### src/rtl/fifo_ctrl_pkg.sv
// fifo_ctrl_pkg: shared constants and types for the FIFO write-arbitration
// controller (default widths, pointer width, grant indices, priority type).
package fifo_ctrl_pkg;

  localparam int unsigned DEF_DATA_WIDTH = 4;
  localparam int unsigned DEF_ADDR_WIDTH = 3;
  localparam int unsigned DEF_PTR_WIDTH  = DEF_ADDR_WIDTH + 1;

  // Bit positions of each requester inside the one-hot grant vector.
  localparam int unsigned GNT_REQ0 = 0;
  localparam int unsigned GNT_REQ1 = 1;

  // Which requester wins the next contested cycle.
  typedef enum logic {
    PRI_REQ0 = 1'b0,
    PRI_REQ1 = 1'b1
  } pri_e;

endpackage

### src/rtl/fifo_wr_arb_ctrl_rr_arb2.sv
// rr_arb2: two-requester round-robin arbiter.
//   clk, rst_n : clock, asynchronous active-low reset
//   en         : grant enable (low blocks every grant)
//   req[1:0]   : requests, bit GNT_REQ0 / GNT_REQ1
//   gnt[1:0]   : one-hot grant, combinational in the request cycle
// Priority toggles only when both requests are granted-contested.
module rr_arb2
  import fifo_ctrl_pkg::*;
(
  input  logic       clk,
  input  logic       rst_n,
  input  logic       en,
  input  logic [1:0] req,
  output logic [1:0] gnt
);

  pri_e pri;

  always_comb begin
    gnt = '0;
    if (en) begin
      case (req)
        2'b01:   gnt[GNT_REQ0] = 1'b1;
        2'b10:   gnt[GNT_REQ1] = 1'b1;
        2'b11: begin
          if (pri == PRI_REQ0) gnt[GNT_REQ0] = 1'b1;
          else                 gnt[GNT_REQ1] = 1'b1;
        end
        default: gnt = '0;
      endcase
    end
  end

  always_ff @(posedge clk or negedge rst_n) begin
    if (!rst_n) begin
      pri <= PRI_REQ0;
    end else if (en && (&req)) begin
      pri <= (pri == PRI_REQ0) ? PRI_REQ1 : PRI_REQ0;
    end
  end

endmodule

### src/rtl/fifo_wr_arb_ctrl.sv
// fifo_wr_arb_ctrl: controller sequencing one fifo_memory (wclk = rclk = clk).
//   req0/wdata0/gnt0, req1/wdata1/gnt1 : two round-robin write requesters
//   rd_req / rd_valid                  : pop request, rdata-valid one cycle later
//   mem_wen/mem_waddr/mem_wdata        : memory write port
//   mem_ren/mem_raddr                  : memory read port
//   full, empty, count                 : occupancy from registered pointers
//   err_ovf, err_udf                   : sticky error flags, built only when
//                                        FIFO_CTRL_ERR_FLAGS_EN is defined
module fifo_wr_arb_ctrl
  import fifo_ctrl_pkg::*;
#(
  parameter int unsigned DATA_WIDTH = DEF_DATA_WIDTH,
  parameter int unsigned ADDR_WIDTH = DEF_ADDR_WIDTH
) (
  input  logic                  clk,
  input  logic                  rst_n,
  input  logic                  req0,
  input  logic [DATA_WIDTH-1:0] wdata0,
  output logic                  gnt0,
  input  logic                  req1,
  input  logic [DATA_WIDTH-1:0] wdata1,
  output logic                  gnt1,
  input  logic                  rd_req,
  output logic                  rd_valid,
  output logic                  mem_wen,
  output logic [ADDR_WIDTH-1:0] mem_waddr,
  output logic [DATA_WIDTH-1:0] mem_wdata,
  output logic                  mem_ren,
  output logic [ADDR_WIDTH-1:0] mem_raddr,
  output logic                  full,
  output logic                  empty,
  output logic [ADDR_WIDTH:0]   count,
  output logic                  err_ovf,
  output logic                  err_udf
);

  localparam int unsigned PW = ADDR_WIDTH + 1;

  logic [PW-1:0] wptr;
  logic [PW-1:0] rptr;
  logic [1:0]    gnt_vec;
  logic          arb_en;

  // Flags come from registered pointers only; no same-cycle bypass.
  assign empty = (wptr == rptr);
  assign full  = (wptr[PW-1] != rptr[PW-1]) &&
                 (wptr[ADDR_WIDTH-1:0] == rptr[ADDR_WIDTH-1:0]);
  assign count = wptr - rptr;

  // rst_n in the enables forces grants and memory strobes low during reset.
  assign arb_en = ~full & rst_n;

  rr_arb2 u_arb (
    .clk   (clk),
    .rst_n (rst_n),
    .en    (arb_en),
    .req   ({req1, req0}),
    .gnt   (gnt_vec)
  );

  assign gnt0      = gnt_vec[GNT_REQ0];
  assign gnt1      = gnt_vec[GNT_REQ1];
  assign mem_wen   = |gnt_vec;
  assign mem_wdata = gnt_vec[GNT_REQ1] ? wdata1 : wdata0;
  assign mem_waddr = wptr[ADDR_WIDTH-1:0];

  assign mem_ren   = rd_req & ~empty & rst_n;
  assign mem_raddr = rptr[ADDR_WIDTH-1:0];

  always_ff @(posedge clk or negedge rst_n) begin
    if (!rst_n) begin
      wptr     <= '0;
      rptr     <= '0;
      rd_valid <= 1'b0;
    end else begin
      if (mem_wen) wptr <= wptr + PW'(1);
      if (mem_ren) rptr <= rptr + PW'(1);
      rd_valid <= mem_ren;
    end
  end

`ifdef FIFO_CTRL_ERR_FLAGS_EN
  logic ovf_q;
  logic udf_q;

  always_ff @(posedge clk or negedge rst_n) begin
    if (!rst_n) begin
      ovf_q <= 1'b0;
      udf_q <= 1'b0;
    end else begin
      if ((req0 | req1) & full) ovf_q <= 1'b1;
      if (rd_req & empty)       udf_q <= 1'b1;
    end
  end

  assign err_ovf = ovf_q;
  assign err_udf = udf_q;
`else
  assign err_ovf = 1'b0;
  assign err_udf = 1'b0;
`endif

endmodule

### config.mk
export PLATFORM = sky130hd
export DESIGN_NAME = fifo_wr_arb_ctrl
export DESIGN_NICKNAME = d
export VERILOG_FILES = /design/src/rtl/fifo_ctrl_pkg.sv /design/src/rtl/fifo_wr_arb_ctrl_rr_arb2.sv /design/src/rtl/fifo_wr_arb_ctrl.sv
export SDC_FILE = /design/constraint.sdc
export NUM_CORES = 1
export LEC_CHECK = 0
export CORE_ASPECT_RATIO = 0.6
export CORE_MARGIN = 8
export CORE_UTILIZATION = 33
export DETAILED_ROUTE_END_ITERATION = 16
export PLACE_DENSITY = 0.68
export SLEW_MARGIN = 40
export SYNTH_ARGS = -nofsm -noshare
export SYNTH_HDL_FRONTEND = slang
export SYNTH_SLANG_ARGS = --single-unit
### constraint.sdc
create_clock -name clk -period 3.7 [get_ports clk]
set_input_delay 0.555 -clock clk [delete_from_list [all_inputs] [get_ports clk]]
set_output_delay 0.555 -clock clk [all_outputs]
set_load 0.02 [all_outputs]
-- Word-level counts from Yosys, hierarchy flattened
Index checks and enable logic that the tools add are counted.
- add/subtract/negate cells: 3
- equal/unequal tests: 6
- multiplexer cells: 6
- bitwise operators: 5
- reduce and logical (&&, ||, !) cells: 4
- operators by type and width (cell ; count):
    $add A4 B1 Y4 const B ; 2
    $eq A2 B2 Y1 const B ; 2
    $eq A4 B4 Y1 ; 1
    $mux W4 ; 1
    $pmux W1 S2 ; 2
    $sub A4 B4 Y4 ; 1
    $and A1 B1 Y1 ; 3
    $eq A3 B3 Y1 ; 1
    $eq A2 B1 Y1 const B ; 1
    $logic_and A1 B1 Y1 ; 2
    $mux W1 ; 2
    $mux W2 ; 1
    $not A1 Y1 ; 2
    $reduce_and A2 Y1 ; 1
    $reduce_or A2 Y1 ; 1
    $ne A1 B1 Y1 ; 1
- flip-flop bits (word level): 10
- input bits: 13
- output and inout port bits: 23
- word-level logic and storage cells: 28

-- Longest topological paths before layout
Gate-level depths: netlist (run 1).
- depth in word-level cells: 6
- gate-level depth with buffers: 6
- depth with buffers taken out: 6

-- Cells and area by module
Synthesis (run 1) repeated with hierarchy kept, for this count alone.
- cell total of the unflattened synthesis: 70
- area, all modules: 698.2 µm²
- modules (own cells, without submodules) (module ; times used ; cells each ; area each (µm²) ; seq. area each (µm²)):
    fifo_wr_arb_ctrl ; 1 ; 62 ; 638.1 ; 225.2
    rr_arb2 ; 1 ; 8 ; 60.1 ; 25.0

-- Worst setup path before layout (run 1)
No wires, ideal clock.
- path type: register to output
- from: register wptr[2]
- to: output mem_wdata[0]
- arrival: 1.685 ns
- data required time: 3.145 ns
- setup slack: 1.460 ns
- stages on the path, launching flop included: 6
- path buffers: 0
- cell sequence: dfrtp_1 -> ha_1 -> nand3_1 -> nor2_4 -> nor2_4 -> mux2_4
- word-level cells in the longest chain between the ends: 6
- RTL lines (what ; line ; text):
    from (decl) ; fifo_wr_arb_ctrl.sv:39 ; logic [PW-1:0] wptr;
    from (signal assigned) ; fifo_wr_arb_ctrl.sv:76 ; if (mem_wen) wptr <= wptr + PW'(1);
    $eq A3 B3 Y1 ; fifo_wr_arb_ctrl.sv:47 ; (wptr[ADDR_WIDTH-1:0] == rptr[ADDR_WIDTH-1:0]);
    $logic_and A1 B1 Y1 ; fifo_wr_arb_ctrl.sv:46 ; assign full = (wptr[PW-1] != rptr[PW-1]) &&
    net full ; fifo_wr_arb_ctrl.sv:30 ; output logic full,
    $not A1 Y1 ; fifo_wr_arb_ctrl.sv:51 ; assign arb_en = ~full & rst_n;
    $and A1 B1 Y1 ; fifo_wr_arb_ctrl.sv:51 ;
    $mux W2 ; fifo_wr_arb_ctrl_rr_arb2.sv:21 ; if (en) begin
    net gnt1 ; fifo_wr_arb_ctrl.sv:22 ; output logic gnt1,
    $mux W4 ; fifo_wr_arb_ctrl.sv:64 ; assign mem_wdata = gnt_vec[GNT_REQ1] ? wdata1 : wdata0;
    to (decl) ; fifo_wr_arb_ctrl.sv:27 ; output logic [DATA_WIDTH-1:0] mem_wdata,
The timed path passes the listed nets, and every way through them passes these cells.

-- Worst setup path in the final report (run 1)
- from: register rptr[1]
- to: output mem_wdata[2]
- word-level cells in the longest chain between the ends: 6
- RTL lines (what ; line ; text):
    from (decl) ; fifo_wr_arb_ctrl.sv:40 ; logic [PW-1:0] rptr;
    from (signal assigned) ; fifo_wr_arb_ctrl.sv:77 ; if (mem_ren) rptr <= rptr + PW'(1);
    $eq A3 B3 Y1 ; fifo_wr_arb_ctrl.sv:47 ;
    $logic_and A1 B1 Y1 ; fifo_wr_arb_ctrl.sv:46 ;
    $not A1 Y1 ; fifo_wr_arb_ctrl.sv:51 ;
    $and A1 B1 Y1 ; fifo_wr_arb_ctrl.sv:51 ;
    $mux W2 ; fifo_wr_arb_ctrl_rr_arb2.sv:21 ;
    $mux W4 ; fifo_wr_arb_ctrl.sv:64 ;
No other way between the ends.

==> metrics.cfg, run 1 <==
[hold_path]
worstHoldStart=u_arb.pri$_DFFE_PN0P_
holdPathEnd=u_arb.pri$_DFFE_PN0P_
hold_depth=1
hold_class=flip-flop to flip-flop

[layout]
multi_input_area_um2=403
post-route-cell-area_um2=1100
final_common_cell=clkdlybuf4s50_1
diodes=0
fill_cells=208
seqCellArea_um2=250
drive_above_1_share_pct=13.3
area_growth_pct=49.0
nets=119
final_cell_mix=33 x clkdlybuf4s50_1, 10 x dfrtp_1, 7 x inv_1, 7 x xnor2_1

[yosys]
yosys_most_used_dff=dfrtp_1
ys_warn_count=0
netlist_area_um2=736
ys_ff_latch=10
syn_inst=68
synthDominantCellAreaShare_pct=34.0
ys_seq_area_share_pct=34.0
yosys-top-cells-area=dfrtp_1 34%, ha_1 8.5%, xnor2_1 8.3%
synthDistinctLibCells=23
synth-async-reset-ratio_pct=100
synth_edf_count=0
yosysTopAreaCell=dfrtp_1
postSynthAreaPerCell_um2=10.8

[drt]
drtIter0Drc=29
post_drt_wl_per_cell_um=13.6
antenna_left=0
dr_total_vias=550
totalWireLength_um=1740
via_per_inst=4.30
drt_pass1_iterations=4
drc=0

[die]
core_area_um2=2130
row_count=13
start_util_pct=34.5
die_h_um=52.6
chipWidth_um=77.0
dieArea_um2=4050
io_pins=36

[grt]
antenna_found_initial=0
grt_pass1_vias=589
grtUsageTotal_pct=8.98
grt_overflow_total=0
grt_pass1_wl_um=2790
grt_max_degree=14

[critical_path]
path_buf_inv=2
path_class=flip-flop to primary output
critPathLaunchType=flip-flop
reg2regPathDepth=6
cp_slowest_cell=clkdlybuf4s50_1
r2r-start=rptr[1]$_DFFE_PN0P_
r2r_end=wptr[3]$_DFFE_PN0P_
critPathMaxFanout=5
slowest_delay_ns=0.55
worst-endpoint-required_ns=3.14
crit_top_cell=nor2_4
crit_family=buffers and inverters
rrSetupSlack_ns=1.97
path_cells=inv_1 -> ha_1 -> nand3_1 -> nor2_4 -> nor2_4 -> mux2_4 -> clkdlybuf4s50_1
critPathCaptureType=primary output
cp.arrival_ns=2.47

[clocking]
tritoncts=yes
postCtsHoldBufs=0
postCtsSetupBuffers=0
clkLatencyLatePin_ns=0.23
ctsResizeCount=0
cts.path.max_buffers=2
cts_made_buffers=3
ctsRootBufferMaster=clkbuf_8
htreeDepth=1
clock_sinks=10
path_clk_slew_ns=0.04

[sta]
hold_viol=0
finalSetupTns_ns=0
post-route-period-util_pct=81.8
max_freq_mhz=330
report.final.slew_viol_count=0
clock_skew_ns=0.00126
rsz0062_at_grt=false
fin_crit_ns=3.03
setup_viol=0

[placement]
port_buffers=33
gp_congestion=0.707
dpl-instance-area_um2=1050
hpwl_um=1500

[job]
timing.max_cap.violations=0

[power_and_ir_drop]
power.density_nw_per_um2=1030
p_leak_uw=0.000472
vdd_ir_drop_max_mv=0.397
total_power_uw=1130

[status]
status=complete, no violations

==> through the flow <==
| step | setup slack (ns) | hold slack, ns | util, % | std cells |
|---|---|---|---|---|
| floorplan | 1.46 | 0.259 | - | 69 |
| global placement | 0.880 | 0.480 | 49.5 | 125 |
| detailed placement | 0.825 | 0.482 | 49.5 | 125 |
| CTS | 0.635 | 0.491 | 51.4 | 128 |
| global route | 0.532 | 0.525 | 51.4 | 128 |
| finish | 0.673 | 0.495 | 51.4 | 128 |
==> final cells by class <==
class                      instances  area share [%]
clock buffer                       3            3.77
tap                               30            3.42
inverter                           7            2.40
multi-input combinational         44            36.8
sequential                        10            22.8
timing repair buffer              34            30.8
==> cells by family after synthesis <==
| family | Yosys count | share of synthesized area [%] |
|---|---|---|
| fa+ha+maj | 6 | 11.2 |
| compound gates | 7 | 9.18 |
| mux | 4 | 8.16 |
| xor+xnor | 11 | 14.1 |
| simple gates | 14 | 11.1 |
| buf+inv | 15 | 11.7 |
| flops | 10 | 34.0 |
| other cells | 1 | 0.510 |
==> synth_stat cells, types with 2 or more instances <==
| cell | n |
|---|---|
| buf_4 | 8 |
| dfrtp_1 | 10 |
| ha_1 | 5 |
| inv_1 | 7 |
| mux2_4 | 4 |
| nand2_1 | 5 |
| nand3_1 | 2 |
| nand4_1 | 2 |
| nor2_4 | 2 |
| o21ai_0 | 2 |
| xnor2_1 | 7 |
| xor2_1 | 3 |
==> registers in the layout, summed over array words and instances (netlist names) <==
name and count:
rptr 4, wptr 4, rd_valid 1, u_arb.pri 1
==> power breakdown <==
group	internal (µW)	switching [µW]
logic	389	398
clock network	70.9	38.4
registers	163	70.4
==> how the worst max path moves through the flow <==
stage	start	endpoint	slack [ns]	cells past startpoint
2_1_floorplan	wptr[2]$_DFFE_PN0P_	mem_wdata[0]	1.46	5
3_3_place_gp	req1	mem_wdata[0]	0.88	5
3_5_place_dp	req0	mem_wdata[2]	0.83	6
4_1_cts	rptr[1]$_DFFE_PN0P_	mem_wdata[2]	0.64	7
5_1_grt	rptr[1]$_DFFE_PN0P_	mem_wdata[0]	0.53	7
6_report	rptr[1]$_DFFE_PN0P_	mem_wdata[2]	0.67	7
==> metal layers <==
layer	routed length [µm]	up-vias	GRT usage [%]	part of all wire, %
met4	0	0	2.85	0
met1	754	257	10.3	43
met2	807	18	13.0	46
met5	0	-	0	0
met3	175	0	6.34	10
li1	-	275	-	-
(Power assumes the default switching activity.)
==> inputs of run 2 (changes only) <==
- PLACE_DENSITY: 0.68 -> 0.7
- clock period: 3.7 -> 2.5 ns (I/O delays scaled with it)
==> run 2 against run 1 <==
Effect of this change:
- worst hold slack lost 0.012 ns
- core utilization rose by 3.6 points
- final cell count rose by 7.8%
- count of clock-buffer cells in the layout stayed put
- design area is 7.1% higher
- first-iteration DRC count decreased by 69%
- critical path depth down 1
==> metrics.cfg, run 2 (synthesized netlist as in run 1, its figures left out) <==
[power_and_ir_drop]
p_leak_uw=0.000574  ; +22%
power.density_nw_per_um2=1530  ; +48%
vdd_ir_drop_max_mv=0.646  ; +63%
total_power_uw=1790  ; +59%

[sta]
hold_viol=0  ; unchanged
fin_crit_ns=2.40
clock_skew_ns=0.00257  ; +0.00130 ns
report.final.slew_viol_count=0  ; unchanged
max_freq_mhz=416
finalSetupTns_ns=0  ; unchanged
rsz0062_at_grt=false
setup_viol=0  ; unchanged
post-route-period-util_pct=96.1

[clocking]
ctsRootBufferMaster=clkbuf_8
clock_sinks=10  ; unchanged
tritoncts=yes
postCtsHoldBufs=0  ; unchanged
cts_made_buffers=3  ; unchanged
path_clk_slew_ns=0.05  ; about the same
clkLatencyLatePin_ns=0.24  ; about the same
htreeDepth=1  ; unchanged
cts.path.max_buffers=2  ; unchanged

[die]
row_count=13  ; unchanged
chipWidth_um=77.0  ; unchanged
dieArea_um2=4050  ; unchanged
die_h_um=52.6  ; unchanged
core_area_um2=2130  ; unchanged
start_util_pct=34.5  ; unchanged
io_pins=36  ; unchanged

[grt]
grt_max_degree=14  ; unchanged
grt_pass1_vias=645  ; +9.5%
grtUsageTotal_pct=10.2  ; +1.2 points
grt_overflow_total=0  ; unchanged
antenna_found_initial=0  ; unchanged
grt_pass1_wl_um=3150  ; +13%

[drt]
post_drt_wl_per_cell_um=13.8  ; +1.5%
dr_total_vias=584  ; +6.2%
drc=0  ; unchanged
antenna_left=0  ; unchanged
drt_pass1_iterations=4  ; unchanged
drtIter0Drc=9  ; -69%
via_per_inst=4.23  ; -1.5%
totalWireLength_um=1900  ; +9.4%

[job]
timing.max_cap.violations=0  ; unchanged

[placement]
port_buffers=33  ; unchanged
gp_congestion=0.695  ; -1.6%
hpwl_um=1620  ; +8.3%
dpl-instance-area_um2=1130  ; +7.1%

[layout]
area_growth_pct=59.5
diodes=0  ; unchanged
post-route-cell-area_um2=1170  ; +7.1%
nets=129  ; +8.4%
largestRegisters=rptr x4, wptr x4
final_common_cell=clkdlybuf4s50_1
final_cell_mix=22 x clkdlybuf4s50_1, 11 x buf_4, 10 x dfrtp_1
utilization_pct=55.1  ; +3.6 points
drive_above_1_share_pct=22.2  ; +9.0 points

[critical_path]
path_class=flip-flop to primary output
critPathCaptureType=primary output
critPathLaunchType=flip-flop
r2r-start=wptr[2]$_DFFE_PN0P_
worst-endpoint-required_ns=2.12  ; -1.02 ns
critPathMaxFanout=5  ; unchanged
cp.arrival_ns=2.03  ; -0.44 ns
cp-startpoint=wptr[2]$_DFFE_PN0P_

[hold_path]
hold_class=flip-flop to flip-flop
worstHoldStart=u_arb.pri$_DFFE_PN0P_

[status]
status=complete, no violations

-- run 2: changes by cell type in the layout (fill, tap and decap cells not counted) --
cell | previous run | this run
buf_4 | 1 | 11
dlygate4sd2_1 | 0 | 8
nand3_1 | 2 | 1
clkdlybuf4s50_1 | 33 | 22
dlymetal6s2s_1 | 0 | 3
nand3_2 | 0 | 1
-- run 2: stage by stage --
step | hold WS [ns] | setup slack (ns) | instances
4_1_cts | 0.485 | 0.00338 | 138
3_5_place_dp | 0.476 | 0.0605 | 135
2_1_floorplan | 0.0794 | 0.440 | 69
5_1_grt | 0.500 | 0.0182 | 138
6_report | 0.484 | 0.0986 | 138
3_3_place_gp | 0.486 | 0.0879 | 135
-- run 2: layer usage --
layer  wire [µm]  up-vias  global-route usage [%]
met5           0        -                       0
met4          10        0                    1.90
met3         173        2                    6.51
met2         870       15                    15.7
met1         846      274                    11.8
li1            -      293                       -
-- run 2: final timing paths --
| check | to | slack [ns] | cells after the start |
|---|---|---|---|
| worst max-delay path | mem_wdata[0] | 0.1 | 6 |
| worst min-delay path | u_arb.pri$_DFFE_PN0P_ | 0.48 | 1 |
| worst max register to register | wptr[3]$_DFFE_PN0P_ | 0.86 | 6 |
| worst min register to register | u_arb.pri$_DFFE_PN0P_ | 0.48 | 1 |
| max in group asynchronous | rd_valid$_DFF_PN0_ | 1.84 | 2 |
| min in group asynchronous | u_arb.pri$_DFFE_PN0P_ | 0.49 | 2 |
-- run 2: repair_timing --
action / in CTS / in global routing
endpoints found under the setup margin: 8 / 7
setup buffers: 0 / 0
resized for setup: 8 / 4
pin swaps: 0 / 1
-- run 2: final cells by class --
type	instances	area (µm²)
multi-input cells	44	408
well taps	30	37.5
clock buffers	3	41.3
inverters	7	26.3
fillers	208	957
repair buffers	44	410
flip-flops and latches	10	250
-- run 2: power breakdown --
| group | internal [µW] | total (µW) | leakage (µW) | switching [µW] |
|---|---|---|---|---|
| Combinational | 650 | 1320 | 0.000432 | 667 |
| Sequential | 241 | 306 | 0.000121 | 65.0 |
| Clock | 105 | 168 | 0.0000216 | 62.2 |
-- run 2: worst max-delay path, cell delays in order (launching register included) --
cell and delay, ns:
dfrtp_1 0.40, ha_1 0.37, nand3_2 0.13, nor2_4 0.06, nor2_4 0.19, mux2_4 0.32, dlygate4sd2_1 0.32
